`src/rtl/rotary_pkg.sv`:
```
// rtl/rotary_pkg.sv - shared constants, state encoding and sizing helper for the rotary decoder
package rotary_pkg;

  localparam logic DIR_CW         = 1'b1;
  localparam logic DIR_CCW        = 1'b0;
  localparam logic ROT_IDLE_LEVEL = 1'b1;

  // Quadrature latch state: bit 1 is q1, bit 0 is q2.
  typedef enum logic [1:0] {
    QS_LOW_CCW  = 2'b00,
    QS_LOW_CW   = 2'b01,
    QS_HIGH_CCW = 2'b10,
    QS_HIGH_CW  = 2'b11
  } quad_state_e;

  localparam quad_state_e QS_RESET = QS_HIGH_CCW;

  function automatic int deb_cnt_width(input int cycles);
    return $clog2(cycles + 1);
  endfunction

endpackage

```
`src/rtl/rot_debounce.sv`:
```
// rtl/rot_debounce.sv - single-line debouncer: output follows input only after DEBOUNCE_CYCLES stable samples
module rot_debounce
  import rotary_pkg::*;
#(
  parameter int DEBOUNCE_CYCLES = 16
) (
  input  logic clk,
  input  logic rst,
  input  logic sync_in,
  output logic deb_out
);

  localparam int CNT_W = deb_cnt_width(DEBOUNCE_CYCLES);

  logic [CNT_W-1:0] cnt;

  // The edge that would bring cnt to DEBOUNCE_CYCLES commits the new level instead.
  always_ff @(posedge clk or posedge rst) begin
    if (rst) begin
      cnt     <= '0;
      deb_out <= ROT_IDLE_LEVEL;
    end else if (sync_in == deb_out) begin
      cnt <= '0;
    end else if (cnt == CNT_W'(DEBOUNCE_CYCLES - 1)) begin
      cnt     <= '0;
      deb_out <= sync_in;
    end else begin
      cnt <= cnt + CNT_W'(1);
    end
  end

endmodule

```
`src/rtl/rotary_quadrature_decoder.sv`:
```
// rtl/rotary_quadrature_decoder.sv - sync, debounce and quadrature-decode a rotary encoder into detent events
// Optional signed position counter rot_count is built when ROT_COUNT_EN is defined.
module rotary_quadrature_decoder
  import rotary_pkg::*;
#(
  parameter int DEBOUNCE_CYCLES = 16,
  parameter int COUNT_W         = 8
) (
  input  logic               clk,
  input  logic               rst,
  input  logic               ROT_A,
  input  logic               ROT_B,
  output logic               rotation_event,
  output logic               rotation_dir
`ifdef ROT_COUNT_EN
  ,
  output logic [COUNT_W-1:0] rot_count
`endif
);

  if (DEBOUNCE_CYCLES < 1 || DEBOUNCE_CYCLES > 65535 || COUNT_W < 1) begin : g_param_check
    $error("rotary_quadrature_decoder: illegal DEBOUNCE_CYCLES or COUNT_W");
  end

  logic [1:0]  a_sync;
  logic [1:0]  b_sync;
  logic        a_s;
  logic        b_s;
  logic        a_d;
  logic        b_d;
  quad_state_e state;
  quad_state_e state_next;
  logic        q1;
  logic        q2;
  logic        q1_next;
  logic        q2_next;
  logic        q1_d;
  logic        q1_rise;

  always_ff @(posedge clk or posedge rst) begin
    if (rst) begin
      a_sync <= {2{ROT_IDLE_LEVEL}};
      b_sync <= {2{ROT_IDLE_LEVEL}};
    end else begin
      a_sync <= {a_sync[0], ROT_A};
      b_sync <= {b_sync[0], ROT_B};
    end
  end

  assign a_s = a_sync[1];
  assign b_s = b_sync[1];

  rot_debounce #(
    .DEBOUNCE_CYCLES(DEBOUNCE_CYCLES)
  ) u_deb_a (
    .clk    (clk),
    .rst    (rst),
    .sync_in(a_s),
    .deb_out(a_d)
  );

  rot_debounce #(
    .DEBOUNCE_CYCLES(DEBOUNCE_CYCLES)
  ) u_deb_b (
    .clk    (clk),
    .rst    (rst),
    .sync_in(b_s),
    .deb_out(b_d)
  );

  assign q1 = state[1];
  assign q2 = state[0];

  always_ff @(posedge clk or posedge rst) begin
    if (rst) begin
      state <= QS_RESET;
    end else begin
      state <= state_next;
    end
  end

  // Both-high/both-low latch q1; the mixed pairs latch q2, which records direction of approach.
  always_comb begin
    q1_next = q1;
    q2_next = q2;
    case ({a_d, b_d})
      2'b11: q1_next = 1'b1;
      2'b00: q1_next = 1'b0;
      2'b10: q2_next = 1'b1;
      2'b01: q2_next = 1'b0;
      default: begin
        q1_next = q1;
        q2_next = q2;
      end
    endcase
    state_next = quad_state_e'({q1_next, q2_next});
  end

  assign q1_rise = q1 & ~q1_d;

  always_ff @(posedge clk or posedge rst) begin
    if (rst) begin
      q1_d           <= 1'b1;
      rotation_event <= 1'b0;
      rotation_dir   <= DIR_CCW;
    end else begin
      q1_d           <= q1;
      rotation_event <= q1_rise;
      if (q1_rise) begin
        rotation_dir <= q2;
      end
    end
  end

`ifdef ROT_COUNT_EN
  always_ff @(posedge clk or posedge rst) begin
    if (rst) begin
      rot_count <= '0;
    end else if (q1_rise) begin
      if (q2 == DIR_CW) begin
        rot_count <= rot_count + COUNT_W'(1);
      end else begin
        rot_count <= rot_count - COUNT_W'(1);
      end
    end
  end
`endif

endmodule

```
`config.mk`:
```
export PLATFORM = sky130hd
export DESIGN_NAME = rotary_quadrature_decoder
export DESIGN_NICKNAME = d
export VERILOG_FILES = /design/src/rtl/rotary_pkg.sv /design/src/rtl/rot_debounce.sv /design/src/rtl/rotary_quadrature_decoder.sv
export SDC_FILE = /design/constraint.sdc
export NUM_CORES = 1
export LEC_CHECK = 0
export BUFFER_PORTS_ARGS = -buffer_cell sky130_fd_sc_hd__buf_2
export CAP_MARGIN = 20
export CORE_ASPECT_RATIO = 1.4
export CORE_UTILIZATION = 30
export CTS_BUF_LIST = sky130_fd_sc_hd__clkbuf_4 sky130_fd_sc_hd__clkbuf_8 sky130_fd_sc_hd__clkbuf_16
export CTS_CLUSTER_DIAMETER = 120
export DETAILED_ROUTE_END_ITERATION = 8
export PLACE_DENSITY_LB_ADDON = 0.05
export SLEW_MARGIN = 30
export SYNTH_ARGS = -nofsm -noshare
export SYNTH_HDL_FRONTEND = slang
export SYNTH_SLANG_ARGS = --single-unit
export TNS_END_PERCENT = 1
```
`constraint.sdc`:
```
create_clock -name clk -period 1.35 [get_ports clk]
set_clock_uncertainty 0.15 [all_clocks]
set_input_delay 0.135 -clock clk [delete_from_list [all_inputs] [get_ports clk]]
set_output_delay 0.135 -clock clk [all_outputs]
set_load 0.01 [all_outputs]
```
=== Word level (Yosys, flattened, before mapping) ===
Index checks and enable logic that the tools add are counted.

* $add $sub $neg: 2
* $mul: 0
* Divide/modulo/power cells: 0
* Order comparisons: 0
* Equal/unequal tests: 7
* Shift-type cells: 0
* Multiplexer cells: 6
* Bitwise gates (word level): 4
* Reduce and logical (&&, ||, !) cells: 5

{| class="wikitable"
|+ Operator list
! cell !! count
|-
| $mux W5 || 4
|-
| $add A5 B1 Y5 const B || 2
|-
| $eq A5 B4 Y1 const B || 2
|-
| $eq A2 B2 Y1 const B || 2
|-
| $pmux W1 S2 || 2
|-
| $reduce_and A2 Y1 || 2
|-
| $reduce_bool A2 Y1 || 2
|-
| $not A1 Y1 || 3
|-
| $eq A1 B1 Y1 || 2
|-
| $eq A2 B1 Y1 const B || 1
|-
| $logic_not A2 Y1 || 1
|-
| $and A1 B1 Y1 || 1
|}

* Register bits after elaboration: 21
* Latch bits: 0
* Bits in writable memories: 0
* Memory bits (read-only): 0
* Input port bits: 4
* Output and inout bits: 2
* Word-level logic and storage cells: 35
* Memories kept: 0

=== Logic depth before layout (Yosys ltp) ===
Gate-level depths: netlist of the first run.

* Word-level depth: 3
* Gate-level depth with buffers: 4
* Gate-level depth less buffers: 4

=== Cells and area by module ===
From an unflattened synthesis of the first run, not the netlist that was laid out.

* Cell total of the unflattened synthesis: 64
* Area total of the unflattened synthesis: 858.3 µm²

{| class="wikitable"
|+ By module, submodules not included
! module !! instances !! cells each !! area an instance (µm²) !! seq. area each (µm²)
|-
| rot_debounce || 2 || 22 || 266.5 || 151.4
|-
| rotary_quadrature_decoder || 1 || 20 || 325.3 || 232.7
|}

=== Least setup slack after synthesis of the first run ===
OpenSTA, ideal clock, no wires.

* Kind: register to register
* From: register u_deb_a.cnt[0]
* To: register u_deb_a.deb_out
* Setup time: 85 ps
* Arrival time: 1042 ps
* Data required time: 1115 ps
* Path slack: 73 ps
* Cell stages (with the launch flop): 5
* Path buffers: 0
* Clock period less this slack: 1277 ps
* Cells stage by stage: dfrtp_1 ha_1 nand3_2 nor2_1 mux2_1

* Word-level cells in the longest chain between the ends: 2

{| class="wikitable"
|+ RTL lines
! element !! RTL line !! source
|-
| start: declaration || rot_debounce.sv:15 || <nowiki>logic [CNT_W-1:0] cnt;</nowiki>
|-
| start signal: assignment || rot_debounce.sv:28 || <nowiki>cnt <= cnt + CNT_W'(1);</nowiki>
|-
| $eq A5 B4 Y1 || rot_debounce.sv:24 || <nowiki>end else if (cnt == CNT_W'(DEBOUNCE_CYCLES - 1)) begin</nowiki>
|-
| $reduce_and A2 Y1 (no line) || -- ||
|-
| end signal: assignment || rot_debounce.sv:26 || <nowiki>deb_out <= sync_in;</nowiki>
|-
| end: declaration || rot_debounce.sv:10 || <nowiki>output logic deb_out</nowiki>
|}

Every way passes these cells.
A chain may end at the register's enable or synchronous reset.

=== Worst setup path in the final report of the first run ===
* From: register u_deb_b.deb_out
* To: register state[0]

* Word-level cells in the longest chain between the ends: 2
* Elaborated cells on any way between the ends: 4
* Those cells by class: eq/ne (2); mux (1); reduce/logical (1)

{| class="wikitable"
|+ RTL lines
! element !! RTL line !! source
|-
| start: declaration || rot_debounce.sv:10 ||
|-
| start signal: assignment || rot_debounce.sv:26 ||
|-
| $eq A2 B1 Y1 / $eq A2 B2 Y1 (equally long branches) || rotary_quadrature_decoder.sv:86 || <nowiki>case ({a_d, b_d})</nowiki>
|-
| $pmux W1 S2 / $reduce_bool A2 Y1 (equally long branches) || -- ||
|-
| end signal: assignment || rotary_quadrature_decoder.sv:78 || <nowiki>state <= state_next;</nowiki>
|-
| end: declaration || rotary_quadrature_decoder.sv:31 || <nowiki>quad_state_e state;</nowiki>
|}

Several ways; a longest one is shown, not always the timed one.

==> results of run 1 <==
==> power breakdown <==
part / internal, µW / leakage [µW] / total (µW) / switching [µW]
Clock: 110 / 0.0000177 / 294 / 184
Sequential: 657 / 0.000260 / 672 / 15.3
Combinational: 41.3 / 0.000215 / 76.2 / 34.9
==> tightest hold or removal path, delay by kind of cell <==
kind     cells  cell delay (ps)
buf+inv      3              890
==> sequential cells by signal, indices dropped and copies added, names as in the netlist <==
name	flops
a_sync	2
u_deb_b.cnt	5
u_deb_b.deb_out	1
u_deb_a.cnt	5
rotation_dir	1
u_deb_a.deb_out	1
b_sync	2
state	2
rotation_event	1
q1_d	1
==> metal layers <==
| metal | GRT usage (%) | wire (µm) |
|---|---|---|
| met5 | 0 | 0 |
| met4 | 6.618 | 21 |
| met3 | 1.695 | 22 |
| met2 | 14.76 | 589 |
| met1 | 12.00 | 516 |
==> logic make-up (layout without fill, tap and decap cells) <==
logic type               after synthesis  count (layout)  synth area share [%]
buffers and inverters                  5              24                 2.276
AO/OA/AOI/OAI                          3               3                 2.275
multiplexers                           4               4                 5.311
AND/OR/NAND/NOR                       18              18                 12.75
XOR/XNOR                               6               6                 6.373
adder cells (fa/ha/maj)                4               4                 6.070
flip-flops                            21              21                 64.95
==> cell type report <==
class                           instances  area, µm²  area share (%)
Clock buffer                            3      22.52           2.156
Clock inverter                          1      5.005          0.4790
Inverter                                5      18.77           1.796
Multi-Input combinational cell         35      310.3           29.70
Sequential cell                        21      535.5           51.26
Tap cell                               36      45.04           4.311
Timing Repair Buffer                   15      107.6           10.30
==> metrics by stage <==
step | cells | setup TNS, ps
2_1_floorplan | 61 | 0
3_3_place_gp | 109 | 0
3_5_place_dp | 109 | 0
4_1_cts | 116 | 0
5_1_grt | 116 | -91.66
6_report | 116 | 0
==> cells in the mapped netlist (all sizes together) <==
cell	count	area, µm²
mux2i	1	10.01
mux2	3	33.78
inv	5	18.77
nor2	7	28.78
ha	4	50.05
nor2b	1	8.760
and3	2	13.77
and2	3	20.02
nand3	4	30.03
dfrtp	13	325.3
dfstp	8	210.2
o21ai	3	18.76
nand2	1	3.750
xor2	6	52.55
==> path summary, 6_finish.rpt <==
path | endpoint | depth (start not counted)
setup reg to reg | state[0] | 3
min in group clk | b_sync[1] | 0
max in group asynchronous | u_deb_b.deb_out | 4
hold / removal | u_deb_a.cnt[2] | 3
hold reg to reg | b_sync[1] | 0
setup / recovery | state[0] | 3
==> what timing repair did <==
| item | in CTS | in global routing |
|---|---|---|
| hold buffers | 3 | 0 |
| endpoints found under the hold margin | 17 | 0 |
| endpoints found under the setup margin | 1 | 6 |
| resized for setup | 1 | 9 |
| pin swaps | 0 | 3 |
==> metrics.yaml, run 1 <==
status:
  status: "complete, no violations"
routing:
  wire_per_inst_um: 9.905
  drtIter0Drc: 4
  ant_nets: 0
  vias: 477
  wl_mm: 1.149
  drc_errors: 0
  via_per_inst: 4.112
  dr.pass1.iters: 3
floorplanning:
  die_height_um: 64.03
  io_pins: 6
  initial_utilization_pct: 31.53
  core_area_um2: 2615
  die_w_um: 46.31
  die_area_um2: 2965
  rows: 22
clock_tree:
  cts_tree: "done"
  clk_pin_slew_ps: 120
  post_cts_buffers: 0
  cts_buffers: 3
  htreeDepth: 1
  clkLatencyLatePin_ps: 300
  clock_tree.buffer_depth: 2
  cts.sinks: 21
  root_buffer: "clkbuf_4"
hold_path:
  hp-class: "in -> async"
global_routing:
  antenna_found_initial: 0
  grt_usage_pct: 9.738
  grt_max_degree: 13
  grt_pass1_vias: 479
  grt_pass1_wl_mm: 2.035
  grt_overflow: 0
placement:
  gp_congestion: 0.6443
  dpl_cell_area_um2: 947.2
  dp_hpwl_um: 863.3
  dp_slack_ps: 6.395
  port_buffers: 5
power_and_ir_drop:
  ir_worst_vdd_mv: 0.5157
  p_per_area_nw_per_um2: 997.9
  p_leak_uw: 0.0004928
  finalPower_uw: 1043
finish:
  antenna_cells: 0
  design_area_um2: 1045
  drive_gt1_share_pct: 50.00
  finalNetCount: 89
  fin_util_pct: 39.95
  layout_common_cells: "dfrtp_1, dfstp_2, buf_4"
  syn_to_final_growth_pct: 26.71
  nFillCells: 259
  layout_commonest_cell: "dfrtp_1"
logic_synthesis:
  synth_cell_types: 21
  yosysWarnings: 0
  syn_nets: 69
  synthesis.area_um2: 824.5
  ys_seq_elements: 21
  synth_area_per_cell_um2: 13.52
  synth-seq-area-share_pct: 64.95
  syn_inst: 61
sta:
  fin_crit_ps: 1317
  slew_violations: 0
  whs_ps: 168.9
  rsz0062_at_grt: "yes"
  slew_headroom_pct: 79.72
  setup_viol: 0
  setup_slack_ps: 33.02
  post-route-period-util_pct: 97.55
  fmax_mhz: 759.3
  hold_viol: 0
  worst_slew_pin_slew_ps: 303.9
setup_path:
  crit_path_end_kind: "flip-flop"
  worstPathMaxFanout: 4
  max_stage_delay_ps: 580
  critPathLaunch: "u_deb_b.deb_out"
  critPathRequiredTime_ps: 1430
  worstSetupStartpointType: "flip-flop"
  crit_buf_inv: 1
  critPathSlowestCell: "dfstp_2"
  cp_cell_sequence: "inv_1 > ha_4 > mux2i_1"
  cp_data_arrival_time_ps: 1400
  r2r_start: "u_deb_b.deb_out"
  cp_top_family: "flip-flops"
  rrSetupSlack_ps: 30
  worstSetupPathType: "reg -> reg"
flow_run:
  drv_cap: 0
(Power assumes the default switching activity.)
==> run 2, diff against run 1 <==
==> constraint.sdc (replaced) <==
create_clock -name clk -period 1.35 [get_ports clk]
set_clock_uncertainty 0.15 [all_clocks]
set_input_delay 0 -clock clk [delete_from_list [all_inputs] [get_ports clk]]
set_output_delay 0 -clock clk [all_outputs]
set_load 0.01 [all_outputs]
==> metrics.yaml, run 2 (synthesis results as in run 1) <==
placement:
  gp_congestion: 0.6625  # +2.8%
  place_inst: 108  # -0.92%
  port_buffers: 5  # unchanged
  dp_hpwl_um: 822.7  # -4.7%
  dpl_cell_area_um2: 939.7  # -0.79%
power_and_ir_drop:
  ir_worst_vdd_mv: 0.4963  # -3.8%
  finalPower_uw: 1043  # unchanged
  p_leak_uw: 0.0004919  # -0.19%
  p_per_area_nw_per_um2: 1027  # +3.0%
clock_tree:
  clkLatencyLatePin_ps: 300  # about the same
  clk_pin_slew_ps: 120  # about the same
  cts_tree: "done"
  root_buffer: "clkbuf_4"
  cts.sinks: 21  # unchanged
  htreeDepth: 1  # unchanged
  cts_buffers: 3  # unchanged
  clock_tree.buffer_depth: 2  # unchanged
global_routing:
  grt_pass1_wl_mm: 2.111  # +3.7%
  grt_usage_pct: 9.967  # +0.23 points
  antenna_found_initial: 0  # unchanged
  grt_max_degree: 16  # +3
  grt_overflow: 0  # unchanged
  grt_pass1_vias: 506  # +5.6%
routing:
  ant_nets: 0  # unchanged
  drc_errors: 0  # unchanged
  via_per_inst: 4.035  # -1.9%
  vias: 464  # -2.7%
  dr.pass1.iters: 2  # -1
  wl_mm: 1.138  # -0.96%
  wire_per_inst_um: 9.896  # about the same
  drtIter0Drc: 3  # -1
setup_path:
  critPathRequiredTime_ps: 1430  # about the same
  cp_data_arrival_time_ps: 1390  # about the same
  crit_path_end_kind: "flip-flop"
  worstSetupPathType: "reg -> reg"
  worstPathMaxFanout: 4  # unchanged
  worstSetupStartpointType: "flip-flop"
finish:
  layout_commonest_cell: "dfrtp_1"
  syn_to_final_growth_pct: 23.06
  layout_common_cells: "dfrtp_1, dfstp_2, xor2_1, buf_4"
  instances_no_fill: 115  # -0.86%
  design_area_um2: 1015  # -2.9%
  finalNetCount: 88  # -1.1%
  top_regs: "u_deb_a.cnt x5, u_deb_b.cnt x5"
  drive_gt1_share_pct: 46.84  # -3.2 points
  antenna_cells: 0  # unchanged
  nFillCells: 277  # +6.9%
sta:
  rsz0062_at_grt: "yes"
  fin_setup_tns_ps: 0  # unchanged
  fin_crit_ps: 1311  # -6.454 ps
  slew_headroom_pct: 82.08  # +2.4 points
  setup_viol: 0  # unchanged
  post-route-period-util_pct: 97.08  # -0.48 points
  slew_violations: 0  # unchanged
  worst_slew_pin_slew_ps: 268.4  # -35.42 ps
  fmax_mhz: 763.1  # +0.49%
  hold_viol: 0  # unchanged
floorplanning:
  die_w_um: 46.31  # unchanged
  io_pins: 6  # unchanged
  die_area_um2: 2965  # unchanged
  die_height_um: 64.03  # unchanged
  rows: 22  # unchanged
  initial_utilization_pct: 31.53  # unchanged
  core_area_um2: 2615  # unchanged
flow_run:
  drv_cap: 0  # unchanged
status:
  status: "complete, no violations"
hold_path:
  hp-class: "in -> async"
[run 2: power by group]
| group | internal, µW | switching (µW) |
|---|---|---|
| Clock | 110 | 190 |
| Combinational | 37.6 | 33.9 |
| Sequential | 657 | 14.0 |
[run 2: final timing paths]
| check | start | endpoint | slack [ps] | cells past startpoint |
|---|---|---|---|---|
| setup / recovery | u_deb_b.deb_out | state[0] | 40 | 3 |
| max in group asynchronous | rst | b_sync[0] | 500 | 4 |
| hold / removal | rst | u_deb_a.cnt[2] | 8 | 3 |
| setup reg to reg | u_deb_b.deb_out | state[0] | 40 | 3 |
| hold reg to reg | b_sync[0] | b_sync[1] | 210 | 0 |
| min in group clk | ROT_B | b_sync[0] | 180 | 2 |
[run 2: critical path: stages (launching register included)]
cell	delay, ps
dfstp_2	590
inv_2	50
ha_4	270
mux2i_1	180
[run 2: through the flow]
step / hold WS (ps) / worst slack [ps] / utilization [%]
2_1_floorplan: -179.4 / 73.06 / -
3_3_place_gp: -207.2 / 20.29 / 35.93
3_5_place_dp: -203.0 / 16.71 / 35.93
4_1_cts: 0.8972 / 19.54 / 38.61
5_1_grt: 30.43 / -31.65 / 38.80
6_report: 8.351 / 39.47 / 38.80
[run 2: repair_timing]
action | CTS | global route
endpoints found under the setup margin | 1 | 8
resized for setup | 1 | 4
hold endpoints to repair | 17 | 0
buffers inserted | 0 | 0
hold buffers | 3 | 0
[run 2: routing by layer]
layer	wire length (µm)	GRT usage, %	up-vias
met4	15	5.515	0
li1	-	-	230
met3	20	1.695	2
met2	550	14.58	4
met1	552	13.48	228
met5	0	0	-
[run 2: area by class of cell]
class / count / area (µm²) / area share [%]
clock buffer: 3 / 22.52 / 2.219
clock inverter: 1 / 5.005 / 0.4932
inverter: 5 / 18.77 / 1.850
multi-input combinational: 35 / 287.8 / 28.36
sequential: 21 / 535.5 / 52.77
tap: 36 / 45.04 / 4.439
timing repair buffer: 14 / 100.1 / 9.864
